[src/rtl/cpu_pkg.sv]
// Shared types for the synchronous CPU phase sequencer: control states and phase indices.
package cpu_pkg;

    typedef enum logic [1:0] {
        StIdle,
        StRun,
        StStep,
        StHalted
    } state_e;

    localparam logic [1:0] P0 = 2'd0;
    localparam logic [1:0] P1 = 2'd1;
    localparam logic [1:0] P2 = 2'd2;
    localparam logic [1:0] P3 = 2'd3;

endpackage

[src/rtl/phase_divider.sv]
// Phase-length counter: counts div+1 clocks per phase, with div latched at the start of each cycle.
module phase_divider #(
    parameter int unsigned DIV_W = 16
) (
    input  logic             clk_i,
    input  logic             rst_i,
    input  logic             clr_i,
    input  logic             load_i,
    input  logic             en_i,
    input  logic [DIV_W-1:0] div_i,
    output logic             tick_o,
    output logic             tick_nxt_o
);

    logic [DIV_W-1:0] cnt_q, cnt_d;
    logic [DIV_W-1:0] div_q, div_d;

    assign tick_o = (cnt_q == div_q);

    always_comb begin
        cnt_d = cnt_q;
        div_d = div_q;
        if (clr_i) begin
            cnt_d = '0;
        end else if (load_i) begin
            cnt_d = '0;
            div_d = div_i;
        end else if (en_i) begin
            cnt_d = tick_o ? '0 : cnt_q + 1'b1;
        end
    end

    // Lets the parent register strobes that line up with the last clock of a phase.
    assign tick_nxt_o = (cnt_d == div_d);

    always_ff @(posedge clk_i) begin
        if (rst_i) begin
            cnt_q <= '0;
            div_q <= '0;
        end else begin
            cnt_q <= cnt_d;
            div_q <= div_d;
        end
    end

endmodule

[src/rtl/cpu_phase_sequencer.sv]
// Single-clock machine-cycle phase generator with run/step/halt control.
module cpu_phase_sequencer
    import cpu_pkg::*;
#(
    parameter int unsigned DIV_W = 16,
    parameter int unsigned CYC_W = 32
) (
    input  logic             clk,
    input  logic             rst,
    input  logic             run,
    input  logic             step,
    input  logic             halt,
    input  logic [DIV_W-1:0] div,
    output logic             cyc_en,
    output logic             cyc_set,
    output logic             set_stb,
    output logic             cyc_end,
    output logic [1:0]       phase,
    output logic             running,
    output logic             halted,
    output logic             step_done,
    output logic [CYC_W-1:0] cycles
);

    state_e           state_q, state_d;
    logic [1:0]       phase_q, phase_d;
    logic             halt_pend_q, halt_pend_d;
    logic [CYC_W-1:0] cycles_q, cycles_d;

    logic cyc_en_q, cyc_en_d;
    logic cyc_set_q, cyc_set_d;
    logic set_stb_q, set_stb_d;
    logic cyc_end_q, cyc_end_d;
    logic running_q, running_d;
    logic halted_q, halted_d;
    logic step_done_q, step_done_d;

    logic active, act_d, last_p3, start, adv;
    logic tick, tick_nxt;

    phase_divider #(
        .DIV_W (DIV_W)
    ) u_phase_divider (
        .clk_i      (clk),
        .rst_i      (rst),
        .clr_i      (~act_d),
        .load_i     (start),
        .en_i       (adv),
        .div_i      (div),
        .tick_o     (tick),
        .tick_nxt_o (tick_nxt)
    );

    assign active  = (state_q == StRun) || (state_q == StStep);
    assign last_p3 = active && tick && (phase_q == P3);

    always_comb begin
        state_d     = state_q;
        phase_d     = phase_q;
        halt_pend_d = halt_pend_q;
        start       = 1'b0;
        adv         = 1'b0;

        unique case (state_q)
            StIdle: begin
                if (run) begin
                    state_d = StRun;
                    start   = 1'b1;
                end else if (step) begin
                    state_d = StStep;
                    start   = 1'b1;
                end
            end
            StRun, StStep: begin
                adv = 1'b1;
                if (halt) begin
                    halt_pend_d = 1'b1;
                end
                if (last_p3) begin
                    // Halt outranks both run-continue and run-drop.
                    if (halt_pend_q || halt) begin
                        state_d = StHalted;
                    end else if (state_q == StRun && run) begin
                        start = 1'b1;
                    end else begin
                        state_d = StIdle;
                    end
                end
            end
            StHalted: begin
                if (!run) begin
                    state_d = StIdle;
                end
            end
            default: state_d = StIdle;
        endcase

        if (start) begin
            phase_d = P0;
        end else if (adv && tick) begin
            phase_d = phase_q + 2'd1;
        end

        act_d = (state_d == StRun) || (state_d == StStep);
        if (!act_d) begin
            phase_d     = P0;
            halt_pend_d = 1'b0;
        end
    end

    // Outputs are registered from next-state values so they align with the phase they describe.
    always_comb begin
        cyc_en_d    = act_d && (phase_d != P3);
        cyc_set_d   = act_d && (phase_d == P1);
        set_stb_d   = act_d && (phase_d == P1) && tick_nxt;
        cyc_end_d   = act_d && (phase_d == P3) && tick_nxt;
        step_done_d = (state_d == StStep) && (phase_d == P3) && tick_nxt && !halt_pend_d;
        running_d   = act_d;
        halted_d    = (state_d == StHalted);
        cycles_d    = cycles_q + {{(CYC_W-1){1'b0}}, cyc_end_q};
    end

    always_ff @(posedge clk) begin
        if (rst) begin
            state_q     <= StIdle;
            phase_q     <= P0;
            halt_pend_q <= 1'b0;
            cycles_q    <= '0;
            cyc_en_q    <= 1'b0;
            cyc_set_q   <= 1'b0;
            set_stb_q   <= 1'b0;
            cyc_end_q   <= 1'b0;
            running_q   <= 1'b0;
            halted_q    <= 1'b0;
            step_done_q <= 1'b0;
        end else begin
            state_q     <= state_d;
            phase_q     <= phase_d;
            halt_pend_q <= halt_pend_d;
            cycles_q    <= cycles_d;
            cyc_en_q    <= cyc_en_d;
            cyc_set_q   <= cyc_set_d;
            set_stb_q   <= set_stb_d;
            cyc_end_q   <= cyc_end_d;
            running_q   <= running_d;
            halted_q    <= halted_d;
            step_done_q <= step_done_d;
        end
    end

    assign cyc_en    = cyc_en_q;
    assign cyc_set   = cyc_set_q;
    assign set_stb   = set_stb_q;
    assign cyc_end   = cyc_end_q;
    assign phase     = phase_q;
    assign running   = running_q;
    assign halted    = halted_q;
    assign step_done = step_done_q;
    assign cycles    = cycles_q;

endmodule
[config.mk]
export PLATFORM = sky130hd
export DESIGN_NAME = cpu_phase_sequencer
export DESIGN_NICKNAME = d
export VERILOG_FILES = /design/src/rtl/cpu_pkg.sv /design/src/rtl/phase_divider.sv /design/src/rtl/cpu_phase_sequencer.sv
export SDC_FILE = /design/constraint.sdc
export NUM_CORES = 1
export LEC_CHECK = 0
export CAP_MARGIN = 20
export CELL_PAD_IN_SITES_DETAIL_PLACEMENT = 1
export CELL_PAD_IN_SITES_GLOBAL_PLACEMENT = 1
export CORE_UTILIZATION = 37
export CTS_CLUSTER_SIZE = 25
export DETAILED_ROUTE_END_ITERATION = 8
export GPL_TIMING_DRIVEN = 0
export PLACE_DENSITY = 0.75
export SLEW_MARGIN = 15
export SYNTH_ARGS = -nofsm -noshare
export SYNTH_HDL_FRONTEND = slang
export SYNTH_HIERARCHICAL = 1
export SYNTH_SLANG_ARGS = --single-unit
[constraint.sdc]
create_clock -name clk -period 4.54 [get_ports clk]
set_input_delay 0.454 -clock clk [delete_from_list [all_inputs] [get_ports clk]]
set_output_delay 0.454 -clock clk [all_outputs]
set_load 0.02 [all_outputs]
==> results_dict.tcl, run 1 <==
set metrics [dict create \
    outcome "complete, no violations" \
    synth_area_leader_cell "dfxtp_1" \
    n_antenna_cell 0 \
    grt-ovfl-total 0 \
    cap_violations 0 \
    area_growth_pct 38.4 \
    ys_types 69 \
    groute.usage.overall_pct 24.0 \
    max_freq_mhz 223 \
    dp_hpwl_mm 9.22 \
    initialDrtViolationCount 185 \
    synthesis.area_mm2 0.00418 \
    synth.area.top_cells "dfxtp_1 (36%), xnor2_1 (6.3%), nor2_1 (4.8%)" \
    holdCritPathClass "register to register" \
    sequentialPowerShare_pct 30.5 \
    rsz0062_at_grt "true" \
    busiest_layer "met2" \
    tns_ns 0 \
    vias 4043 \
    power.static_leakage_nw 2.03 \
    cts_sinks 76 \
    final_hold_viol_count 0 \
    antenna_left 0 \
    required_ns 4.79 \
    gr-usage-met1_pct 28.9 \
    viasPerCell 5.67 \
    htreeDepth 3 \
    antenna_found_initial 0 \
    worstPathArrival_ns 4.73 \
    drive_above_1_share_pct 17.8 \
    synth_fp_nets 508 \
    dpl.cell_count 678 \
    design_area_mm2 0.00579 \
    globalplace.congestion 0.839 \
    pwr-share-comb_pct 38.5 \
    ys_seq_area_share_pct 36.4 \
    swShare_pct 34.5 \
    die_w_um 108 \
    worst_ir_drop_vdd_mv 0.177 \
    yosys_warnings 6 \
    dr.pass1.iters 4 \
    io_buffers 61 \
    powerDensity_mw_per_mm2 423 \
    root_buffer "clkbuf_16" \
    synth-seq-cells 76 \
    ys_async_sr_fraction_pct 0 \
    post-route-min-period_ns 4.47 \
    rows 38 \
    start_kind "register" \
    grt_pass1_wl_mm 21.1 \
    pwr-share-clk_pct 31.0 \
    synth_simple_gate_area_share_pct 26.6 \
    muxShareOfSynthArea_pct 5.66 \
    yosysTopAreaCellShare_pct 36.4 \
    fin_skew_ns 0.0109 \
    avgRoutedWirePerCell_um 19.4 \
    synth_top_family_by_area "simple AND/OR/NAND/NOR gates" \
    route.detailed.drc 0 \
    clkTransAtPathRegs_ns 0.06 \
    ios 62 \
    synth_xor_xnor_area_share_pct 10.1 \
    syn_avg_cell_area_um2 8.76 \
    cts_tree "yes" \
    finalSetupViolations 0 \
    use_met3_pct 3.38 \
    critPathMaxFanout 8 \
    core_mm2 0.0109 \
    numCtsBuffers 9 \
    start_util_pct 38.2 \
    slew_violations 0 \
    relSlewSlack_pct 54.8 \
    met2_usage_pct 41.3 \
    worst-slew-pin-transition_ns 0.659 \
    die_height_um 108 \
    fin_crit_sh_pct 98.6 \
    clockBufferDepth 2 \
    final_util_pct 52.9 \
    clk-insertion-delay-late_ns 0.34 \
    fin_cells 713 \
    power_switching_uw 844 \
    synth_compound_gate_area_share_pct 13.4 \
    postCtsHoldBufs 0 \
    synthCells 477 \
    nNetsFinal 599 \
    synthAdderAreaFrac_pct 2.99 \
    endpoint_kind "register" \
    grt_max_degree 14 \
    internal_power_mw 1.60 \
    drt-total-wl_mm 13.8 \
    dpl_cell_area_mm2 0.00497 \
    synth_edf_count 0 \
    critPathKind "register to register" \
    dieArea_mm2 0.0117 \
    synth-main-ff-cell "dfxtp_1" \
    first_global_vias 4051 \
]
[worst max-delay path: stages (launching register included)]
cell	delay (ns)
dfxtp_2	0.34
buf_8	0.13
xnor2_4	0.12
nand4_1	0.12
or4_4	0.62
clkinv_8	0.09
nand2_4	0.05
a221o_1	0.33
a31oi_4	0.21
ha_4	0.24
nor2b_4	0.13
buf_12	0.16
mux2i_4	0.26
xnor3_1	0.24
o32a_1	0.38
o22ai_4	0.20
o311ai_4	0.17
nor4_4	0.36
nor4bb_4	0.23
[cell usage in the layout, fill, tap and decap left out, drive strengths merged, types with 3 or more instances in the layout]
master / Yosys / layout
or2: 4 / 4
or4: 15 / 15
o31ai: 12 / 12
xor2: 13 / 13
nor2b: 9 / 9
mux2: 5 / 5
and2: 5 / 5
nand2b: 3 / 3
mux2i: 18 / 18
nand4: 19 / 19
a21oi: 28 / 28
ha: 10 / 10
clkbuf: 15 / 25
buf: 10 / 32
and3: 8 / 8
clkdlybuf4s50: 0 / 61
nor3: 7 / 7
nor4: 11 / 11
nand2: 35 / 35
nand3: 18 / 18
o21ai: 16 / 16
nor2: 53 / 53
or3: 8 / 8
xnor2: 30 / 30
dfxtp: 76 / 76
inv: 8 / 10
[flip-flops by register name, indices dropped and copies added (netlist names), 2 cells and up]
name / flops
phase: 2
u_phase_divider/div_q: 16
state_q: 2
u_phase_divider/cnt_q: 16
cycles: 32
[power groups by stage]
stage | Combinational (mW) | Clock, mW | Sequential [mW]
after floorplan | 0.429 | 0 | 0.748
after global placement | 0.590 | 0 | 0.745
after detailed placement | 0.612 | 0 | 0.747
after CTS | 0.836 | 0.766 | 0.740
after global routing | 0.997 | 0.797 | 0.749
final | 0.943 | 0.759 | 0.746
[metal layers]
metal	part of all wire [%]	up-vias
met1	43	1985
met2	51	117
met5	0	-
met3	3.8	20
li1	-	1921
met4	2.2	0
[Yosys cell counts (5+ instances only)]
master,count
o21ai_0,15
ha_1,10
nor2_1,53
mux2_2,5
dfxtp_1,76
nor4_1,10
mux2i_1,18
o31ai_1,12
a21oi_1,28
or3_1,7
nand3_1,18
inv_1,8
nor2b_1,9
and3_1,8
xnor2_1,30
clkbuf_1,11
xor2_1,13
nand4_1,16
nor3_1,7
nand2_1,35
or4_1,13
[cells by family after synthesis]
group,Yosys count
buffers and inverters,35
AND/OR/NAND/NOR,204
AO/OA/AOI/OAI,84
flip-flops,76
multiplexers,23
adder cells (fa/ha/maj),10
XOR/XNOR,45
[worst paths after layout]
check                                 from          to  slack, ns  cells past startpoint
setup / recovery  u_phase_divider/cnt_q[0]   step_done       0.07                     18
hold / removal                  cycles[22]  cycles[22]       0.50                      2
setup reg to reg  u_phase_divider/cnt_q[0]   step_done       0.07                     18
hold reg to reg                 cycles[22]  cycles[22]       0.50                      2
[cell type report]
type,instances,area (µm²)
Fill cell,1282,5150
Multi-Input combinational cell,366,2750
Sequential cell,76,1530
Timing Repair Buffer,83,800
Clock buffer,12,256
Buffer,23,178
Tap cell,140,175
Clock inverter,4,55.1
Inverter,9,46.3
[per-stage QoR]
step                      worst slack, ns  power [mW]  hold WS, ns
after floorplan                    0.0822        1.18        0.519
after global placement             -0.734        1.33        0.478
after detailed placement           -0.858        1.36        0.496
after CTS                         0.00418        2.34        0.507
after global routing               -0.136        2.54        0.528
final                              0.0656        2.45        0.504
[repair_timing]
| item | 4_1_cts | 5_1_grt |
|---|---|---|
| setup buffers | 14 | 6 |
| endpoints found under the setup margin | 3 | 3 |
| pin swaps | 14 | 12 |
| gates cloned | 1 | 0 |
| resized for setup | 43 | 25 |
(Power assumes the default switching activity.)
==> run 2, diff against run 1 <==
--- a/config.mk
+++ b/config.mk
@@ -13,7 +13,7 @@
 export DETAILED_ROUTE_END_ITERATION = 8
 export GPL_TIMING_DRIVEN = 0
 export PLACE_DENSITY = 0.75
-export SLEW_MARGIN = 15
+export SLEW_MARGIN = 20
 export SYNTH_ARGS = -nofsm -noshare
 export SYNTH_HDL_FRONTEND = slang
 export SYNTH_HIERARCHICAL = 1
==> run 2 against run 1 <==
  * Sequential power about the same
  * Setup slack got worse by 0.029 ns
  * Worst hold slack about the same
  * Via count decreased by 0.12%
  * Largest cell class unchanged
==> results_dict.tcl, run 2 (synthesis gave the netlist of run 1 again) <==
set metrics [dict create \
    worstHoldPathCells 2 \
    rows 38 \
    worst_ir_drop_vdd_mv 0.178 \
    fin_skew_ns 0.0154 \
    final_cell_mix "dfxtp_1 (71), clkdlybuf4s50_1 (61), nor2_1 (53)" \
    core_mm2 0.0109 \
    layout_commonest_cell "dfxtp_1" \
    cts_tree "yes" \
    drive_above_1_share_pct 17.8 \
    critPathMaxFanout 8 \
    hold_end "cycles[22]" \
    endpoint_kind "register" \
    globalplace.congestion 0.839 \
    htreeDepth 3 \
    initialDrtViolationCount 173 \
    r2r-start "u_phase_divider/cnt_q[0]" \
    r2r_cells 17 \
    holdCritPathClass "register to register" \
    grt_max_degree 14 \
    max_freq_mhz 222 \
    slew_violations 0 \
    clk-insertion-delay-late_ns 0.35 \
    viasPerCell 5.67 \
    grt-ovfl-total 0 \
    root_buffer "clkbuf_16" \
    n_antenna_cell 0 \
    swShare_pct 34.6 \
    rr_endpoint "step_done" \
    critical-path-top-delay-family "simple AND/OR/NAND/NOR gates" \
    finalSetupViolations 0 \
    rrSetupSlack_ns 0.04 \
    grt_pass1_wl_mm 21.1 \
    nNetsFinal 598 \
    postCtsHoldBufs 0 \
    final_util_pct 52.9 \
    cap_violations 0 \
    io_buffers 61 \
    worstPathArrival_ns 4.76 \
    dieArea_mm2 0.0117 \
    route.detailed.drc 0 \
    area_growth_pct 38.3 \
    groute.usage.overall_pct 24.0 \
    first_global_vias 4051 \
    worst-slew-pin-transition_ns 0.798 \
    slowest_delay_ns 0.62 \
    power_switching_uw 849 \
    powerDensity_mw_per_mm2 424 \
    required_ns 4.79 \
    outcome "complete, no violations" \
    pwr-share-clk_pct 31.1 \
    antenna_left 0 \
    relSlewSlack_pct 46.6 \
    start_kind "register" \
    rsz0062_at_grt "true" \
    antenna_found_initial 0 \
    dp_hpwl_mm 9.22 \
    post-route-min-period_ns 4.50 \
    path_buf_inv 3 \
    start_util_pct 38.2 \
    hp-start "cycles[22]" \
    hold-worst-slack_ns 0.504 \
    dr.pass1.iters 4 \
    clockBufferDepth 2 \
    drt-total-wl_mm 13.9 \
    sequentialPowerShare_pct 30.4 \
    numCtsBuffers 9 \
    die_w_um 108 \
    fin_crit_sh_pct 99.2 \
    cp_cell_sequence "buf_8 -> xnor2_4 -> nand4_1 -> or4_4 -> clkinv_8 -> nand3_1 -> o41ai_2 -> and2_1 -> nor2b_4 -> buf_12 -> mux2i_4 -> xnor3_1 -> o32a_1 -> o22ai_4 -> o311ai_4 -> nor4_4 -> nor4bb_4" \
    critPathKind "register to register" \
    ios 62 \
    vias 4038 \
    die_height_um 108 \
    power.static_leakage_nw 2.03 \
    clkTransAtPathRegs_ns 0.06 \
    slowest_stage "or4_4" \
    internal_power_mw 1.60 \
    largest_reg_flops 32 \
    final_hold_viol_count 0 \
    avgRoutedWirePerCell_um 19.5 \
    cts_sinks 76 \
    pwr-share-comb_pct 38.5 \
]
[run 2: cell count changes in the layout (fill, tap and decap cells not counted), sizes merged]
cell    change
clkbuf      -1
[run 2: repair_timing]
item | CTS | global route
setup endpoints to repair | 3 | 3
buffers inserted | 14 | 6
pin swaps | 14 | 12
resized for setup | 43 | 25
gates cloned | 1 | 0
[run 2: worst reg2reg max path, cell delays in order, from the launching register on]
cell,delay (ns)
dfxtp_2,0.34
buf_8,0.13
xnor2_4,0.13
nand4_1,0.12
or4_4,0.62
clkinv_8,0.09
nand3_1,0.10
o41ai_2,0.39
and2_1,0.29
nor2b_4,0.20
buf_12,0.16
mux2i_4,0.26
xnor3_1,0.24
o32a_1,0.38
o22ai_4,0.20
o311ai_4,0.17
nor4_4,0.36
nor4bb_4,0.23
[run 2: cell type report]
cell class / instances / area [µm²]
fillers: 1281 / 5150
multi-input cells: 366 / 2750
flip-flops and latches: 76 / 1530
repair buffers: 82 / 796
clock buffers: 12 / 256
plain buffers: 23 / 178
well taps: 140 / 175
clock inverters: 4 / 55.1
inverters: 9 / 46.3
[run 2: layer usage]
layer,up-vias,routed length (µm),GRT usage (%)
li1,1922,-,-
met3,22,514,3.38
met1,1985,5960,28.9
met4,0,333,12.5
met5,-,0,0
met2,109,7050,41.3
[run 2: power groups by stage]
stage	clock [mW]	combinational [mW]	sequential [mW]
after CTS	0.766	0.836	0.740
after detailed placement	0	0.612	0.747
after floorplan	0	0.429	0.748
after global placement	0	0.590	0.745
final	0.763	0.945	0.746
after global routing	0.798	0.998	0.749
[run 2: metrics by stage]
step           instance area [µm²]  setup slack, ns  TNS [ns]  std cells  power, mW
2_1_floorplan                 4180           0.0822         0        477       1.18
3_3_place_gp                  4970           -0.734     -1.92        678       1.33
3_5_place_dp                  4970           -0.858     -2.13        678       1.36
4_1_cts                       5620          0.00418         0        707       2.34
5_1_grt                       5780           -0.148    -0.285        712       2.54
6_report                      5780           0.0370         0        712       2.45
[run 2: how the worst max path moves through the flow]
stage               slack (ns)  cells past startpoint                startpoint   endpoint
detailed placement       -0.86                     18  u_phase_divider/cnt_q[2]  step_done
global placement         -0.73                     18  u_phase_divider/cnt_q[2]  step_done
finish                    0.04                     17  u_phase_divider/cnt_q[0]  step_done
floorplan                 0.08                     18  u_phase_divider/cnt_q[4]  step_done
CTS                      0.004                     19  u_phase_divider/cnt_q[2]  step_done
global route             -0.15                     17  u_phase_divider/cnt_q[2]  step_done
